File: src/rtl/burst_mem_pkg.sv
// Shared constants and FSM state type for the burst memory responder.
package burst_mem_pkg;

  localparam int BEATS    = 4;
  localparam int BEAT_W   = 64;
  localparam int LINE_W   = 256;
  localparam int OFFSET_W = 5;

  typedef enum logic [2:0] {
    IDLE     = 3'd0,
    WAIT     = 3'd1,
    RD_BURST = 3'd2,
    WR_BURST = 3'd3,
    RECOVER  = 3'd4
  } state_t;

endpackage

File: src/rtl/burst_mem_array.sv
// Line-addressed storage kept as beat-wide words so one beat can be
// written per cycle. Read is combinational; write is synchronous.
module burst_mem_array
  import burst_mem_pkg::*;
#(
  parameter int LINE_IDX_W = 4
) (
  input  logic                  clk,
  input  logic [LINE_IDX_W-1:0] rd_idx,
  input  logic [1:0]            rd_beat,
  output logic [BEAT_W-1:0]     rd_data,
  input  logic                  we,
  input  logic [LINE_IDX_W-1:0] wr_idx,
  input  logic [1:0]            wr_beat,
  input  logic [BEAT_W-1:0]     wr_data
);

  localparam int DEPTH = (2 ** LINE_IDX_W) * BEATS;

  // Word address is {line index, beat}, so beat k of a line sits at line[64k +: 64].
  logic [BEAT_W-1:0] mem [DEPTH];

  assign rd_data = mem[{rd_idx, rd_beat}];

  // One beat-granular write per edge; contents are untouched by reset.
  always_ff @(posedge clk) begin
    if (we) begin
      mem[{wr_idx, wr_beat}] <= wr_data;
    end
  end

endmodule

File: src/rtl/burst_mem_responder.sv
// Memory-side responder for the 4-beat x 64-bit burst protocol.
// A request is accepted in IDLE, waits LATENCY edges, then streams four
// beats with resp_o high. RECOVER holds off the next request until the
// initiator has dropped both read_i and write_i for at least one edge.
//
// Handshake: the initiator raises read_i or write_i and holds it until
// the final beat; each edge on which resp_o is high transfers one beat
// (read: burst_o is valid that cycle; write: burst_i is captured at the
// edge ending that cycle). There is no back-pressure once a burst starts.
module burst_mem_responder
  import burst_mem_pkg::*;
#(
  parameter int LINE_IDX_W = 4,
  parameter int LATENCY    = 3
) (
  input  logic        clk,
  input  logic        reset_n,
  input  logic [31:0] address_i,
  input  logic        read_i,
  input  logic        write_i,
  input  logic [63:0] burst_i,
  output logic [63:0] burst_o,
  output logic        resp_o,
  output logic [2:0]  state_dbg
);

  localparam int LAT_W = $clog2(LATENCY + 1);

  state_t                  state;
  logic [LAT_W-1:0]        lat_cnt;
  logic [1:0]              beat;
  logic [LINE_IDX_W-1:0]   line_idx;
  logic                    is_read;

  logic [LINE_IDX_W-1:0]   req_idx;
  logic [1:0]              rd_beat_sel;
  logic [BEAT_W-1:0]       rd_data;
  logic                    mem_we;
  logic                    unused_addr_bits;

  // Offset bits and bits above the index are ignored; upper bits alias.
  assign req_idx          = address_i[LINE_IDX_W+OFFSET_W-1:OFFSET_W];
  assign unused_addr_bits = ^{address_i[31:LINE_IDX_W+OFFSET_W], address_i[OFFSET_W-1:0]};

  assign state_dbg = state;

  // A write beat commits on each edge spent in WR_BURST, except the edge
  // where reset aborts the burst.
  assign mem_we = (state == WR_BURST) && reset_n;

  // burst_o is registered, so the array is read one beat ahead: beat 0
  // while waiting, beat+1 while streaming.
  always_comb begin
    rd_beat_sel = 2'd0;
    if (state == RD_BURST) begin
      rd_beat_sel = beat + 2'd1;
    end
  end

  burst_mem_array #(
    .LINE_IDX_W(LINE_IDX_W)
  ) u_array (
    .clk     (clk),
    .rd_idx  (line_idx),
    .rd_beat (rd_beat_sel),
    .rd_data (rd_data),
    .we      (mem_we),
    .wr_idx  (line_idx),
    .wr_beat (beat),
    .wr_data (burst_i)
  );

  // Transaction FSM with registered beat strobe and read data.
  always_ff @(posedge clk) begin
    if (!reset_n) begin
      state    <= IDLE;
      resp_o   <= 1'b0;
      burst_o  <= '0;
      lat_cnt  <= '0;
      beat     <= 2'd0;
      line_idx <= '0;
      is_read  <= 1'b0;
    end else begin
      case (state)
        IDLE: begin
          if (read_i || write_i) begin
            line_idx <= req_idx;
            is_read  <= read_i;
            lat_cnt  <= LAT_W'(LATENCY - 1);
            state    <= WAIT;
          end
        end
        WAIT: begin
          if (lat_cnt == '0) begin
            beat   <= 2'd0;
            resp_o <= 1'b1;
            if (is_read) begin
              burst_o <= rd_data;
              state   <= RD_BURST;
            end else begin
              state   <= WR_BURST;
            end
          end else begin
            lat_cnt <= lat_cnt - LAT_W'(1);
          end
        end
        RD_BURST: begin
          if (beat == 2'd3) begin
            resp_o  <= 1'b0;
            burst_o <= '0;
            beat    <= 2'd0;
            state   <= RECOVER;
          end else begin
            burst_o <= rd_data;
            beat    <= beat + 2'd1;
          end
        end
        WR_BURST: begin
          if (beat == 2'd3) begin
            resp_o <= 1'b0;
            beat   <= 2'd0;
            state  <= RECOVER;
          end else begin
            beat <= beat + 2'd1;
          end
        end
        RECOVER: begin
          if (!read_i && !write_i) begin
            state <= IDLE;
          end
        end
        default: begin
          state  <= IDLE;
          resp_o <= 1'b0;
        end
      endcase
    end
  end

endmodule

File: config.mk
export PLATFORM = sky130hd
export DESIGN_NAME = burst_mem_responder
export DESIGN_NICKNAME = d
export VERILOG_FILES = /design/src/rtl/burst_mem_pkg.sv /design/src/rtl/burst_mem_array.sv /design/src/rtl/burst_mem_responder.sv
export SDC_FILE = /design/constraint.sdc
export NUM_CORES = 2
export LEC_CHECK = 0
export CAP_MARGIN = 10
export CORE_MARGIN = 2
export CORE_UTILIZATION = 60
export CTS_CLUSTER_SIZE = 14
export DETAILED_ROUTE_END_ITERATION = 10
export DONT_BUFFER_PORTS = 1
export PLACE_DENSITY = 0.76
export REMOVE_ABC_BUFFERS = 1
export SYNTH_ARGS = -nofsm -noshare
export SYNTH_HDL_FRONTEND = slang
export SYNTH_HIERARCHICAL = 1
export SYNTH_SLANG_ARGS = --single-unit
File: constraint.sdc
create_clock -name clk -period 13 [get_ports clk]
set_clock_uncertainty 0.2 [all_clocks]
set_input_delay 1.95 -clock clk [delete_from_list [all_inputs] [get_ports clk]]
set_output_delay 1.95 -clock clk [all_outputs]
set_load 0.05 [all_outputs]
Word-level counts from Yosys, hierarchy flattened:

Memory sizes are Yosys's and may differ from the RTL's.
Index checks and enable logic that the tools add are counted.

* muxes and demuxes: 22
* add/sub/neg operators: 2
* reduce and logical (&&, ||, !) cells: 18
* equal/unequal tests: 11
* bitwise gates (word level): 1

Operator list (number)
* 64-bit two-way mux: 3
* 64-bit one-hot mux with 2 select lines: 1
* 3-bit two-way mux: 4
* 3-bit one-hot mux with 4 select lines: 1
* 2-bit two-way mux: 5
* 2-bit inequality test, second input constant: 5
* 3-bit AND reduction: 3
* 2-bit one-hot mux with 2 select lines: 2
* 3-bit by 2-bit == test with 1-bit output, second input constant: 2
* 2-bit nonzero test: 3
* 1-bit two-way mux: 5
* 2-bit AND reduction: 2
* 4-bit AND reduction: 1
* 2-bit OR reduction: 2
* 3-bit by 1-bit == test with 1-bit output, second input constant: 1
* 3-bit == test, second input constant: 1
* 3-bit logical NOT: 1
* 1-bit one-hot mux with 3 select lines: 1
* 2-bit by 1-bit adder with 2-bit output, second input constant: 1
* 2-bit == test, second input constant: 1
* 1-bit logical AND: 2
* 1-bit logical NOT: 2
* 2-bit logical NOT: 1
* 2-bit by 1-bit inequality test with 1-bit output, second input constant: 1
* other kinds (3): 3

* memories: 1
* bits of input ports: 100
* register bits after elaboration: 77
* word-level logic and storage cells: 62
* output and inout port bits: 68
* RAM bits: 4096

Memory list
* u_array.mem: words 64, width 64, rd ports 1, clocked after Yosys merged registers in 0, wr ports 1, RTL line burst_mem_array.sv:21 `logic [BEAT_W-1:0] mem [DEPTH];`

Logic depth before layout (Yosys ltp):

An unclocked memory read counts as a cell.

* depth after elaboration: 6
* depth in mapped cells: 13
* mapped depth without buffers: 9

Modules after synthesis:

The synthesis kept the hierarchy.

Modules (own cells, without submodules)
* burst_mem_array: instances 1, cells each 6534, seq. area each 122998.0 µm², area an instance 155067.5 µm²
* burst_mem_responder: instances 1, cells each 225, seq. area each 1541.5 µm², area an instance 2597.5 µm²

Worst setup path before layout:

No wires, ideal clock.

* path kind: input to register
* start: input port reset_n
* end: memory u_array.mem[48][0], enable pin
* cell stages on the path: 5
* path buffers: 1
* data arrival time: 7.221 ns
* slack: 5.015 ns
* cell sequence: clkbuf_1 -> nand2b_1 -> nor2_1 -> nand4b_1 -> nor3_1

* longest elaborated chain between the ends: 3

RTL lines
* from (decl): RTL line burst_mem_responder.sv:17 `input logic reset_n,`
* 1-bit logical AND: RTL line burst_mem_responder.sv:49 `assign mem_we = (state == WR_BURST) && reset_n;`
* via mem_we: RTL line burst_mem_responder.sv:38 `logic mem_we;`
* 1-bit two-way mux: RTL line burst_mem_array.sv:27 `if (we) begin`
* 1-bit two-way mux (implied by the code): RTL line burst_mem_array.sv:28 `mem[{wr_idx, wr_beat}] <= wr_data;`
* to (decl): RTL line burst_mem_array.sv:21

The timed path passes the listed nets, and every way through them passes these cells.

Worst setup path after layout:

* start: input port reset_n
* end: memory u_array.mem[5][59], enable pin

The elaborated chain is that of the path after synthesis.

==> run metrics <==
Period minus WS final=6210 ps; core area=about 260,000 um2; # hold bufs at CTS=0; leakage power total=52.5 nW; CTS tree=built; switching pwr=~6.3 mW; detailed-route via count=77,523; # IOs=168; Longest Clk Path Bufs=4; Vert. Die Dim=517 um; status=completed; Mapped Avg Cell Area=roughly 23 um2; top post-synthesis cells by count=edfxtp_1, mux4_2, buf_2, a22oi_1, a22o_1; clk sinks=~4,200; switching share of total power=22.0%; post-CTS setup buffer count=0; CTS buffer count=around 400; post-synthesis register bit count=4,173; nets=7,065; dpl ws=around 6300 ps; cell accounting for the most synthesized area=edfxtp_1; CTS resizes=0; number of fill cells=15,283; sequential cell area fraction in the yosys report=79.0%; Via density=7.17; Initial Util=60.2%; gr usage total=31.4%; x dimension of the die=roughly 520 um; required time of the critical path=roughly 13,000 ps; Final Max Slew Viols=0; Top FF cell, synth=edfxtp_1; final WL=about 420,000 um; Inst Count DP=10,074; fin worst setup slack=between 6000 and 7000 ps; maximum vdd drop=142 uV; drt drc=0; Logic pwr share=under 10%; initial antenna violation count=9; Pre-Repair DR Iteration Count=5; Hold Path Class=flip-flop to flip-flop; critical path type=input port to flip-flop; Final Hold Viols=0; IO buf count=0; Reg area=125,000 um2; largest cells by area after synthesis=edfxtp_1, mux4_2, dfxtp_1; Final Non-Filler Cells=around 11,000; Pwr per Cell Area=163 nW/um2; vias in the first global route=79,251; EDFF count, synth=4,096; ys async rst share=0%; first-pass GRT wire length=about 580,000 um; dpl hpwl=200,000 um; drt initial violations=12,395; post-synth top area share=78.0%; max cap viols=0; share of layout cells above drive strength 1=25.7%; Final setup viols=0; multi-input logic area=31,700 um2; critical path arrival=6520 ps; # rows=188; largest net degree at the start of global routing=125; Fmax achieved=161 MHz; clock group share of total power=40.7%; final worst-path cycle share=47.8%; post-synthesis cell type count=43; mean routed wirelength per cell=just under 40 um; total negative slack=0 ps; global route overflow=0; CTS H-tree lvls=5; Core Util, Final=67.0%; Area growth syn-to-layout=11.2%; Worst setup EP type=flip-flop; RSZ-0062 raised after global routing=no; Pint=22.3 mW; RePlAce Congestion=0.796; Final ANT Viol Nets=0; Cell Area, Synth=158,000 um2; register share of total power=52.3%; Synth Warn #=6; clock-pin slew on the worst setup and hold paths=60 ps; root buffer cell=clkbuf_16; CP Launch Type=input port; full die area=267,000 um2; Worst Max-Slew Pin Slew=1350 ps; Worst Path Max Fanout=28; Syn Inst Count=between 6,000 and 7,000; most common cell in the netlist=edfxtp_1; clk_lat worst skew=960 ps; max_slew headroom=about a tenth
[power groups by stage]
stage               clock (mW)  combinational [mW]  sequential [mW]
global placement             0                1.92             15.2
detailed placement           0                1.93             15.2
CTS                       11.7                1.97             15.0
finish                    11.6                1.99             15.0
floorplan                    0                2.91             15.3
global route              12.2                2.07             15.0
[worst max-delay path, stage by stage]
cell and delay (ps):
nand2b_1 150, nor2_1 940, nand3_1 980, nor2_4 1040, buf_4 720, buf_4 590
[kinds of logic (layout without fill, tap and decap cells)]
family                     count (synthesis)  after routing  synth area share [%]
DFF                                     4173           4173                  79.0
muxes                                   1164           1164                  15.5
and+or+nand+nor                          419            419                  1.34
adders and majority gates                  2              2                0.0159
other                                      0             10                     0
AOI/OAI and AO/OA                        588            588                  2.89
buffers and inverters                    413            946                  1.25
[registers in the layout, indices dropped and copies added (netlist names)]
register	flops
u_array/mem	4096
burst_o	64
line_idx	4
state_dbg	3
beat	2
lat_cnt	2
is_read	1
resp_o	1
[layout make-up]
class                   count  share of cell area (%)
flip-flops and latches   4173                    71.0
multi-input cells        2173                    18.1
clock buffers             515                    6.11
well taps                3515                    2.51
clock inverters           218                    1.31
repair buffers            189                   0.880
inverters                  24                  0.0514
diodes                     10                  0.0143
[layout by cell type (no fill, tap or decap), types with 68 or more instances in the layout]
| cell type | count |
|---|---|
| mux4_2 | 1024 |
| buf_4 | 179 |
| mux2i_1 | 140 |
| clkbuf_16 | 407 |
| clkbuf_1 | 95 |
| edfxtp_1 | 4096 |
| nand2_1 | 68 |
| a22o_1 | 152 |
| a22oi_1 | 168 |
| o22ai_1 | 84 |
| clkinv_1 | 89 |
| dfxtp_1 | 75 |
[through the flow]
stage               total power [mW]  instance area, um2  hold slack [ps]
floorplan                       18.2              156000              235
global placement                17.2              162000              250
detailed placement              17.2              162000              251
CTS                             28.6              175000              259
global route                    29.2              175000              289
finish                          28.6              175000              257
[worst paths after layout]
| check | start | to | slack [ps] | depth (start not counted) |
|---|---|---|---|---|
| setup / recovery | reset_n | u_array/mem[5][59]$_DFFE_PP_ | 6790 | 6 |
| hold / removal | lat_cnt[0]$_SDFFE_PN0P_ | lat_cnt[0]$_SDFFE_PN0P_ | 260 | 2 |
| setup reg to reg | state_dbg[1]$_SDFFE_PN0P_ | burst_o[4]$_SDFFE_PN0P_ | 6820 | 11 |
| hold reg to reg | lat_cnt[0]$_SDFFE_PN0P_ | lat_cnt[0]$_SDFFE_PN0P_ | 260 | 2 |
[per-layer routing]
metal	share of wire, %	global-route usage (%)	up-vias	wire (um)
li1	-	-	29490	-
met1	33	41.7	40714	138000
met2	48	49.5	6169	200000
met3	14	8.33	1148	57000
met4	5.1	13.8	2	21400
met5	0.0031	0	-	13
Note: power is estimated with default switching activity, not from simulation.
